$ cat src/rtl/beep_ctrl.sv
// beep_ctrl: alarm cadence sequencer for the buzzer path.
// Registers the water-level class and plays N beeps per burst for level N,
// followed by a silent gap, repeating. A timed operator mute silences the
// pattern and is cancelled early if the level escalates past the muted level.
// All phase timing derives from an internal tick prescaler.
//
// Ports:
//   clk          system clock
//   rst          asynchronous reset, active-low
//   level        water-level class (0 = no alarm, 1..7 = severity)
//   level_valid  one-cycle strobe; level is captured when high
//   mute         one-cycle operator mute pulse
//   beep_en      buzzer enable
//   beep_state   tone select to buzzer, 0 = silent
//   alarm_active high whenever the sequencer is not idle
//   muted        high while muted
module beep_ctrl #(
  parameter int TICK_DIV   = 50000,
  parameter int ON_TICKS   = 20,
  parameter int OFF_TICKS  = 10,
  parameter int GAP_TICKS  = 100,
  parameter int MUTE_TICKS = 3000
) (
  input  logic       clk,
  input  logic       rst,
  input  logic [2:0] level,
  input  logic       level_valid,
  input  logic       mute,
  output logic       beep_en,
  output logic [2:0] beep_state,
  output logic       alarm_active,
  output logic       muted
);

  localparam int PW = (TICK_DIV > 1) ? $clog2(TICK_DIV) : 1;

  typedef enum logic [2:0] {
    S_IDLE,
    S_ON,
    S_OFF,
    S_GAP,
    S_MUTED
  } state_t;

  state_t        state, nxt;
  logic [2:0]    lvl_q;
  logic [2:0]    burst_lvl, nxt_burst_lvl;
  logic [2:0]    beeps_left, nxt_beeps_left;
  logic [2:0]    mute_lvl, nxt_mute_lvl;
  logic [PW-1:0] presc;
  logic [31:0]   timer;
  logic [31:0]   timer_load;
  logic          tick;
  logic          expire;
  logic          enter;

  assign tick   = (presc == PW'(TICK_DIV - 1));
  assign expire = tick && (timer == 32'd1);

  // Priority: level cleared > mute > escalation > timer expiry.
  always_comb begin
    nxt            = state;
    enter          = 1'b0;
    nxt_burst_lvl  = burst_lvl;
    nxt_beeps_left = beeps_left;
    nxt_mute_lvl   = mute_lvl;
    case (state)
      S_IDLE: begin
        if (lvl_q != 3'd0) begin
          nxt            = S_ON;
          enter          = 1'b1;
          nxt_burst_lvl  = lvl_q;
          nxt_beeps_left = lvl_q;
        end
      end
      S_ON, S_OFF, S_GAP: begin
        if (lvl_q == 3'd0) begin
          nxt   = S_IDLE;
          enter = 1'b1;
        end else if (mute) begin
          nxt          = S_MUTED;
          enter        = 1'b1;
          nxt_mute_lvl = lvl_q;
        end else if (expire) begin
          enter = 1'b1;
          case (state)
            S_ON: nxt = S_OFF;
            S_OFF: begin
              nxt_beeps_left = beeps_left - 3'd1;
              nxt            = (beeps_left > 3'd1) ? S_ON : S_GAP;
            end
            default: begin
              nxt            = S_ON;
              nxt_burst_lvl  = lvl_q;
              nxt_beeps_left = lvl_q;
            end
          endcase
        end
      end
      S_MUTED: begin
        if (lvl_q == 3'd0) begin
          nxt   = S_IDLE;
          enter = 1'b1;
        end else if (mute) begin
          // Re-entering MUTED restarts the mute window.
          nxt          = S_MUTED;
          enter        = 1'b1;
          nxt_mute_lvl = lvl_q;
        end else if (lvl_q > mute_lvl || expire) begin
          nxt   = S_IDLE;
          enter = 1'b1;
        end
      end
      default: begin
        nxt   = S_IDLE;
        enter = 1'b1;
      end
    endcase
  end

  always_comb begin
    timer_load = '0;
    case (nxt)
      S_ON:    timer_load = 32'(ON_TICKS);
      S_OFF:   timer_load = 32'(OFF_TICKS);
      S_GAP:   timer_load = 32'(GAP_TICKS);
      S_MUTED: timer_load = 32'(MUTE_TICKS);
      default: timer_load = '0;
    endcase
  end

  always_ff @(posedge clk or negedge rst) begin
    if (!rst) begin
      state      <= S_IDLE;
      lvl_q      <= '0;
      burst_lvl  <= '0;
      beeps_left <= '0;
      mute_lvl   <= '0;
      presc      <= '0;
      timer      <= '0;
    end else begin
      state      <= nxt;
      burst_lvl  <= nxt_burst_lvl;
      beeps_left <= nxt_beeps_left;
      mute_lvl   <= nxt_mute_lvl;
      if (level_valid) lvl_q <= level;
      if (enter) begin
        presc <= '0;
        timer <= timer_load;
      end else begin
        presc <= tick ? '0 : presc + PW'(1);
        if (tick && timer != '0) timer <= timer - 32'd1;
      end
    end
  end

  // Outputs are decoded from the next state so they change on the entry edge.
  always_ff @(posedge clk or negedge rst) begin
    if (!rst) begin
      beep_en      <= 1'b0;
      beep_state   <= '0;
      alarm_active <= 1'b0;
      muted        <= 1'b0;
    end else begin
      beep_en      <= (nxt == S_ON);
      beep_state   <= (nxt == S_ON) ? nxt_burst_lvl : 3'd0;
      alarm_active <= (nxt != S_IDLE);
      muted        <= (nxt == S_MUTED);
    end
  end

endmodule

$ cat config.mk
export PLATFORM = sky130hd
export DESIGN_NAME = beep_ctrl
export DESIGN_NICKNAME = d
export VERILOG_FILES = /design/src/rtl/beep_ctrl.sv
export SDC_FILE = /design/constraint.sdc
export NUM_CORES = 1
export LEC_CHECK = 0
export CELL_PAD_IN_SITES_DETAIL_PLACEMENT = 1
export CELL_PAD_IN_SITES_GLOBAL_PLACEMENT = 2
export CORE_UTILIZATION = 42
export CTS_CLUSTER_DIAMETER = 120
export DETAILED_ROUTE_END_ITERATION = 10
export PLACE_DENSITY = 0.81
export SETUP_SLACK_MARGIN = 0.05
export SYNTH_ARGS = -nofsm -noshare
export SYNTH_HDL_FRONTEND = slang
export SYNTH_SLANG_ARGS = --single-unit
$ cat constraint.sdc
create_clock -name clk -period 7.3 [get_ports clk]
set_input_delay 1.095 -clock clk [delete_from_list [all_inputs] [get_ports clk]]
set_output_delay 1.095 -clock clk [all_outputs]
set_load 0.05 [all_outputs]
# Word level (Yosys, flattened, before mapping)
# Cells that the tools add are included.
dict set report totals {
  rom_bits 0
  ramBits 0
  wordCells 83
  n_memories 0
  latchBits 0
  register_bits 69
}
dict set report classes {
  bitwise 1
  n_mux 36
  multipliers 0
  eq_ne 15
  n_reduce_logical 15
  shift 0
  n_lt_le_gt_ge 2
  div_mod_pow 0
  addsub 3
}
# op count
set ops {}
lappend ops {{$mux 32} 2}
lappend ops {{$mux 3} 17}
lappend ops {{$pmux 12 s4} 1}
lappend ops {{$eq 32x1->1 const B} 1}
lappend ops {{$mux 16} 2}
lappend ops {{$reduce_bool 32->1} 1}
lappend ops {{$sub 32x1->32 const B} 1}
lappend ops {{$pmux 3 s2} 3}
lappend ops {{$add 16x1->16 const B} 1}
lappend ops {{$eq 16x16->1 const B} 1}
lappend ops {{$eq 3x2->1 const B} 4}
lappend ops {{$ne 2x2->1 const B} 5}
lappend ops {{$pmux 3 s3} 1}
lappend ops {{$mux 1} 7}
lappend ops {{$eq 3x1->1 const B} 2}
lappend ops {{$eq 3x3->1 const B} 2}
lappend ops {{$logic_not 3->1} 2}
lappend ops {{$reduce_and 6->1} 1}
lappend ops {{$reduce_bool 3->1} 2}
lappend ops {{$pmux 2 s2} 1}
lappend ops {{$reduce_bool 2->1} 2}
lappend ops {{$reduce_or 4->1} 1}
lappend ops {{$gt 3x1->1 const B} 1}
lappend ops {{$gt 3x3->1} 1}
lappend ops {{9 further kinds} 10}

# Depth between registers and ports, before layout
# Gate-level depths: netlist of the first run.
dict set report logic_depth {
  word_depth 10
  mapped_depth 10
}

# Worst setup path before layout of the first run
# Ideal clock, no wire load.
dict set report synth_timing {
  kind {register to register}
  startpoint {reg timer[19]}
  endpoint {reg timer[11]}
  t_arrival_ns 2.421
  stages_incl_launch_ff 9
  required_ns 7.179
  synth_period_minus_slack_ns 2.542
  setup_slack_ns 4.758
  path_buffers 1
  setup_ns 0.121
  path_cell_list {dfrtp_1 -> or4_4 -> or3_4 -> or4_4 -> nor2_4 -> or2_4 -> buf_6 -> a41oi_1 -> o22a_1}
}
dict set report synth_via {
  elab_chain_len 10
  word_cells_on_any_way 26
  classes_between {5 x eq/ne; 16 x mux; 5 x reduce/logical}
}
# element line_no
set synth_lines {}
lappend synth_lines {{from (decl)} 51} ;# logic [31:0] timer;
lappend synth_lines {{from (signal assigned)} 149} ;# timer <= timer_load;
lappend synth_lines {{from (signal assigned)} 152} ;# if (tick && timer != '0) timer <= timer - 32'd1;
lappend synth_lines {{$eq 32x1->1} 58} ;# assign expire = tick && (timer == 32'd1);
lappend synth_lines {{$logic_and 1x1->1} 58}
lappend synth_lines {{$logic_or 1x1->1} 109} ;# end else if (lvl_q > mute_lvl || expire) begin
lappend synth_lines {{$mux 3} 109}
lappend synth_lines {{$mux 3} 104} ;# end else if (mute) begin
lappend synth_lines {{$mux 3} 101} ;# if (lvl_q == 3'd0) begin
lappend synth_lines {{$pmux 3 s3} 67} ;# case (state)
lappend synth_lines {{$eq 3x3->1, or another cell as far along} 123} ;# case (nxt)
lappend synth_lines {{$pmux 12 s4} 123}
lappend synth_lines {{$mux 32} 147} ;# if (enter) begin
# Parallel ways exist; a longest one is shown, timed or not.
# A chain may end at the register's enable or synchronous reset.

# Worst setup path in the final report of the first run
dict set report layout_timing {
  startpoint {reg presc[12]}
  endpoint {reg timer[25]}
}
dict set report layout_via {
  elab_chain_len 8
  word_cells_on_any_way 13
  classes_between {1 x eq/ne; 8 x mux; 4 x reduce/logical}
}
# element line_no
set layout_lines {}
lappend layout_lines {{from (decl)} 50} ;# logic [PW-1:0] presc;
lappend layout_lines {{from (signal assigned)} 151} ;# presc <= tick ? '0 : presc + PW'(1);
lappend layout_lines {{$eq 16x16->1 *} 57} ;# assign tick = (presc == PW'(TICK_DIV - 1));
lappend layout_lines {{$logic_and 1x1->1} 58}
lappend layout_lines {{$logic_or 1x1->1} 109}
lappend layout_lines {{$mux 1} 109}
lappend layout_lines {{$mux 1} 104}
lappend layout_lines {{$mux 1} 101}
lappend layout_lines {{$pmux 1 s3} 67}
lappend layout_lines {{$mux 32 / $reduce_bool 2->1 (equally long branches)} -}
# Mark *: on every way between the ends. The rest lies on a longest branch, timed or not.

==> results.cfg, run 1 <==
[timing]
finalWorstSetupSlack_ns = 4.14
max_clock_freq_mhz = 317
finalHoldViolCount = 0
rsz0062_at_grt = no
skew_ns = 0.0111
maxSlewViolCount = 0
timing.setup.tns_ns = 0
whs_ns = 0.470
setup_viol = 0
tightest_slew_ns = 0.901
max_slew_margin = 0.400
period_needed_ns = 3.16
finalCritPeriodShare = 0.432

[pwr]
combPwrFrac = 0.414
pwr-share-clk = 0.234
p_sw_frac = 0.417
seqPwrFrac = 0.352
power_density_mw_per_mm2 = 364
peakVddDrop_uv = 124
p_int_mw = 0.900
switchingPower_mw = 0.643
leakagePower_nw = 1.78

[global_routing]
grt_busiest_layer = met2
grt_overflow_total = 0
grt_max_degree = 70
use_met1 = 0.280
grt_antenna_before_repair = 0
globalRouteMet2Util = 0.343
grt_usage = 0.205
grt_pass1_wl_microns = 15700
met3_usage = 0.0259
grt_pass1_vias = 3238

[worst_setup_path]
regToRegSetupSlack_ns = 4.14
cp_slowest_cell = a41oi_2
timing.critical_path.from = presc[12]
critPathCaptureType = flip-flop
crit_family = simple AND/OR/NAND/NOR gates
cp.required_ns = 7.52
crit_chain = nor4bb_1 -> nand4_1 -> a41oi_2 -> a211oi_4 -> buf_4 -> nor4b_1 -> xnor2_1 -> nor2_1
slowest_delay_ns = 0.61
path_max_fanout = 34
r2r_cells = 8
cp.arrival_ns = 3.38
critPathBufInv = 1
cp.depth = 8
critPathKind = flip-flop to flip-flop
rr_startpoint = presc[12]
critPathLaunchType = flip-flop

[synthesis]
synth_edf_count = 0
async_flop_share = 1.00
synthDistinctLibCells = 60
synth.avg_cell_area_sq_um = 9.47
synth_area_sq_mm = 0.00381
synth_warnings = 0
syn-num-nets = 417
ys_seq_area_frac = 0.453
synth_ff_type = dfrtp_1
synth_seq_cells = 69
post_synth_inst_count = 402

[die]
ios = 13
rows = 34
die_w_microns = 97.2
die_h_microns = 97.2
core-area_sq_mm = 0.00876
die_area_sq_mm = 0.00945
initial_utilization = 0.434

[worst_hold_path]
hold_path.class = flip-flop to flip-flop
hold_path_depth = 1
min-delay-start = presc[0]

[route]
antenna_left = 0
avgViaCountPerCell = 5.66
num_vias = 2987
drc_errors = 0
routed_wirelength_microns = 9010
first_iter_violations = 64
dr.pass1.iters = 6
routedWlPerCell_microns = 17.1

[final_layout]
antenna_cells = 0
drive_above_1_share = 0.0881
final_nets = 430
fin_area_sq_mm = 0.00424
fin_cells = 528
fill_cells = 1026
area_growth_pct = 11.4

[clock_network]
clock_latency_ns = 0.35
cts_made_buffers = 9
numClockSinks = 69
cts_buffer_depth = 2
htree_levels = 3
cts_tree = built
clk_pin_slew_ns = 0.09
cts.repair.resized = 0
clock-root-buffer = clkbuf_8
postCtsHoldBufs = 0
cts_setup_buffers = 0

[placement]
port_buffers = 12
place_ws_ns = 4.01
dp.cells = 512
postPlaceCellArea_sq_mm = 0.00401
hpwl_microns = 6330
gp_congestion = 0.767

[status]
outcome = completed

[flow_run]
maxCapViolCount = 0
flip-flops by register name (all words and copies together), names as in the netlist, 3 cells and up:
name,cells
mute_lvl,3
burst_lvl,3
timer,32
lvl_q,3
beeps_left,3
presc,16
state,3
beep_state,3
worst reg2reg max path, stage by stage, from the launching register on:
cell,delay (ns)
dfrtp_1,0.43
nor4bb_1,0.60
nand4_1,0.41
a41oi_2,0.61
a211oi_4,0.07
buf_4,0.27
nor4b_1,0.40
xnor2_1,0.17
nor2_1,0.07
power by group through the flow:
stage          clock network (mW)  registers [mW]  logic [mW]
2_1_floorplan                   0           0.572       0.457
3_3_place_gp                    0           0.548       0.630
3_5_place_dp                    0           0.551       0.648
4_1_cts                     0.370           0.543       0.651
5_1_grt                     0.383           0.556       0.726
6_report                    0.362           0.542       0.639
cells in the final DEF, fill, tap and decap left out, types with 6 or more instances in the layout:
master	count
or3_1	11
nor2_1	60
nor4_1	9
nor4b_1	7
clkdlybuf4s50_1	11
o21ai_0	15
nand2_1	24
inv_1	15
nand2b_1	6
a21oi_1	14
and3_1	8
clkbuf_8	9
nand4_1	7
dfrtp_1	69
nand3_1	17
nor3_1	16
xnor2_1	24
xor2_1	11
ha_1	8
synthesized netlist by cell type, types with 4 or more instances:
cell,count,area (sq um)
and3_1,8,50.1
inv_1,15,56.3
xor2_1,11,96.3
xnor2_1,24,210
nor2b_1,4,25.0
ha_1,8,100
and2_1,4,25.0
or3_1,11,68.8
a21oi_1,14,70.1
dfrtp_1,69,1730
nand3_1,17,85.1
nand2_1,24,90.1
nor3_1,16,80.1
nor2_1,60,225
nor4b_1,7,61.3
o211ai_1,4,30.0
clkbuf_1,6,22.5
nand2b_1,6,37.5
nand4_1,7,43.8
o21ai_0,15,75.1
nor4_1,9,56.3
a31oi_1,4,25.0
cells by family (layout without fill, tap and decap cells):
kind of cell / Yosys count / count (layout) / synth area share
xor gates and xnor gates: 35 / 35 / 0.0805
and+or+nand+nor: 197 / 197 / 0.287
DFF: 69 / 69 / 0.454
adders and majority gates: 8 / 8 / 0.0263
muxes: 4 / 4 / 0.0115
buffers and inverters: 27 / 45 / 0.0322
AOI/OAI and AO/OA: 62 / 62 / 0.109
cell type report:
class	count	area, sq um	share of cell area
inverter	15	56.3	0.0133
multi-input combinational	306	1970	0.463
tap	108	135	0.0319
timing repair buffer	14	130	0.0307
clock inverter	7	104	0.0245
sequential	69	1730	0.407
clock buffer	9	124	0.0292
layer usage:
metal | vias to the layer above | part of all wire | routed length, microns
met4 | 0 | 0.011 | 96
met3 | 9 | 0.013 | 119
li1 | 1455 | - | -
met2 | 23 | 0.49 | 4430
met1 | 1500 | 0.48 | 4360
met5 | - | 0 | 0
final timing paths:
kind                             end
min in group asynchronous   timer[5]
max in group asynchronous  timer[13]
setup reg to reg           timer[25]
setup / recovery           timer[25]
hold / removal              presc[0]
hold reg to reg             presc[0]
per-stage QoR:
stage / utilization / total power [mW]
floorplan: - / 1.03
global placement: 0.458 / 1.18
detailed placement: 0.458 / 1.20
CTS: 0.484 / 1.56
global route: 0.484 / 1.66
finish: 0.484 / 1.54
No activity file was read; power rests on OpenSTA's default activity.
==> run 2, diff against run 1 <==
- CORE_UTILIZATION: 42 -> 39
- PLACE_DENSITY: 0.81 -> 0.76
- clock period: 7.3 -> 3.2 ns (I/O delays scaled with it)
==> run 2 against run 1 <==
Hold slack worse by 0.29 ns; sequential share of layout area shrank 1.2 points; maximum frequency rose by 14%; largest cell class unchanged; highest routed layer unchanged; utilization fell by 1.5 points; critical endpoint is now timer[14]; register-to-register slack lost 3.7 ns.
==> results.cfg, run 2 (same netlist as run 1, synthesis figures left out) <==
[clock_network]
cts_buffer_depth = 2
clk_pin_slew_ns = 0.09
cts_tree = built
clock_latency_ns = 0.36
cts_setup_buffers = 0
clock-root-buffer = clkbuf_8
cts.repair.resized = 0
htree_levels = 3
cts_made_buffers = 9
numClockSinks = 69
postCtsHoldBufs = 0

[route]
dr.pass1.iters = 4
routed_wirelength_microns = 9600
avgViaCountPerCell = 5.37
num_vias = 3017
antenna_left = 0
first_iter_violations = 60
drc_errors = 0
routedWlPerCell_microns = 17.1

[worst_setup_path]
cp.arrival_ns = 3.00
critPathCaptureType = flip-flop
critPathLaunchType = flip-flop
critPathKind = flip-flop to flip-flop
cp.required_ns = 3.44
r2r_cells = 8
path_max_fanout = 21

[global_routing]
grt_max_degree = 40
grt_overflow_total = 0
grt_pass1_vias = 3223
grt_usage = 0.215
grt_pass1_wl_microns = 16700
grt_antenna_before_repair = 0

[final_layout]
fill_cells = 1077
final_nets = 443
final_cell_mix = dfrtp_1, nor2_1, nand2_1, xnor2_1, nand3_1
final_common_cell = dfrtp_1
antenna_cells = 0
largest_register_ffs = 32
drive_above_1_share = 0.115
regMostFlops = timer
area_growth_pct = 14.9
reg_top3 = timer x32, presc x16

[die]
rows = 35
die_area_sq_mm = 0.0102
die_w_microns = 101
core-area_sq_mm = 0.00933
ios = 13
initial_utilization = 0.408
die_h_microns = 101

[timing]
max_slew_margin = 0.488
timing.setup.tns_ns = 0
setup_viol = 0
max_clock_freq_mhz = 362
skew_ns = 0.00923
period_needed_ns = 2.76
finalHoldViolCount = 0
tightest_slew_ns = 0.769
rsz0062_at_grt = no
maxSlewViolCount = 0
finalWorstSetupSlack_ns = 0.438
finalCritPeriodShare = 0.863

[placement]
place_ws_ns = 0.428
hpwl_microns = 6810
gp_congestion = 0.793
port_buffers = 12

[pwr]
power_density_mw_per_mm2 = 829
peakVddDrop_uv = 334
leakagePower_nw = 1.84

[status]
outcome = completed

[worst_hold_path]
hold_path.class = input port to async pin

[flow_run]
maxCapViolCount = 0
run 2: changes by cell type in the layout (fill, tap and decap cells not counted):
cell | previous run | this run
buf_4 | 2 | 14
inv_6 | 3 | 1
buf_12 | 0 | 1
clkinv_2 | 0 | 1
clkinvlp_4 | 0 | 1
run 2: worst paths after layout:
check	start	end	slack [ns]
worst min register to register	presc[0]	presc[0]	0.46
worst max-delay path	presc[9]	timer[14]	0.44
worst min-delay path	rst	lvl_q[2]	0.18
max in group asynchronous	rst	timer[19]	2.34
worst max register to register	presc[9]	timer[14]	0.44
min in group clk	presc[0]	presc[0]	0.46
run 2: per-stage QoR:
stage | util | instance area, sq um | hold slack [ns] | std cells | power (mW)
2_1_floorplan | - | 3810 | 0.184 | 402 | 2.35
3_3_place_gp | 0.445 | 4150 | 0.444 | 546 | 2.79
3_5_place_dp | 0.445 | 4150 | 0.461 | 546 | 2.82
4_1_cts | 0.469 | 4370 | 0.205 | 562 | 3.67
5_1_grt | 0.469 | 4370 | 0.234 | 562 | 3.91
6_report | 0.469 | 4370 | 0.181 | 562 | 3.63
run 2: report_power, final:
part	total [mW]	leakage [nW]	switching, mW	internal (mW)
clock	0.823	0.110	0.381	0.443
combinational	1.56	0.817	0.948	0.616
sequential	1.24	0.917	0.182	1.06
run 2: area by class of cell:
cell class	count	area, sq um	share of cell area
clock buffer	9	124	0.0283
multi-input combinational	306	1970	0.450
sequential	69	1730	0.395
inverter	15	56.3	0.0129
clock inverter	7	98.8	0.0226
tap	129	161	0.0369
timing repair buffer	27	240	0.0549
run 2: critical path: stages (launching register included):
cell and delay [ns]:
dfrtp_1 0.45, nor4bb_1 0.49, nand4_1 0.26, nor4b_1 0.51
a211oi_4 0.10, buf_4 0.24, nor4b_1 0.38, xnor2_1 0.17
nor2_1 0.05
run 2: layer usage:
| metal | share of wire | wire length (microns) | track usage |
|---|---|---|---|
| met2 | 0.47 | 4530 | 0.352 |
| met5 | 0 | 0 | 0 |
| met3 | 0.023 | 223 | 0.0479 |
| met4 | 0.0073 | 70 | 0.0535 |
| met1 | 0.50 | 4770 | 0.289 |
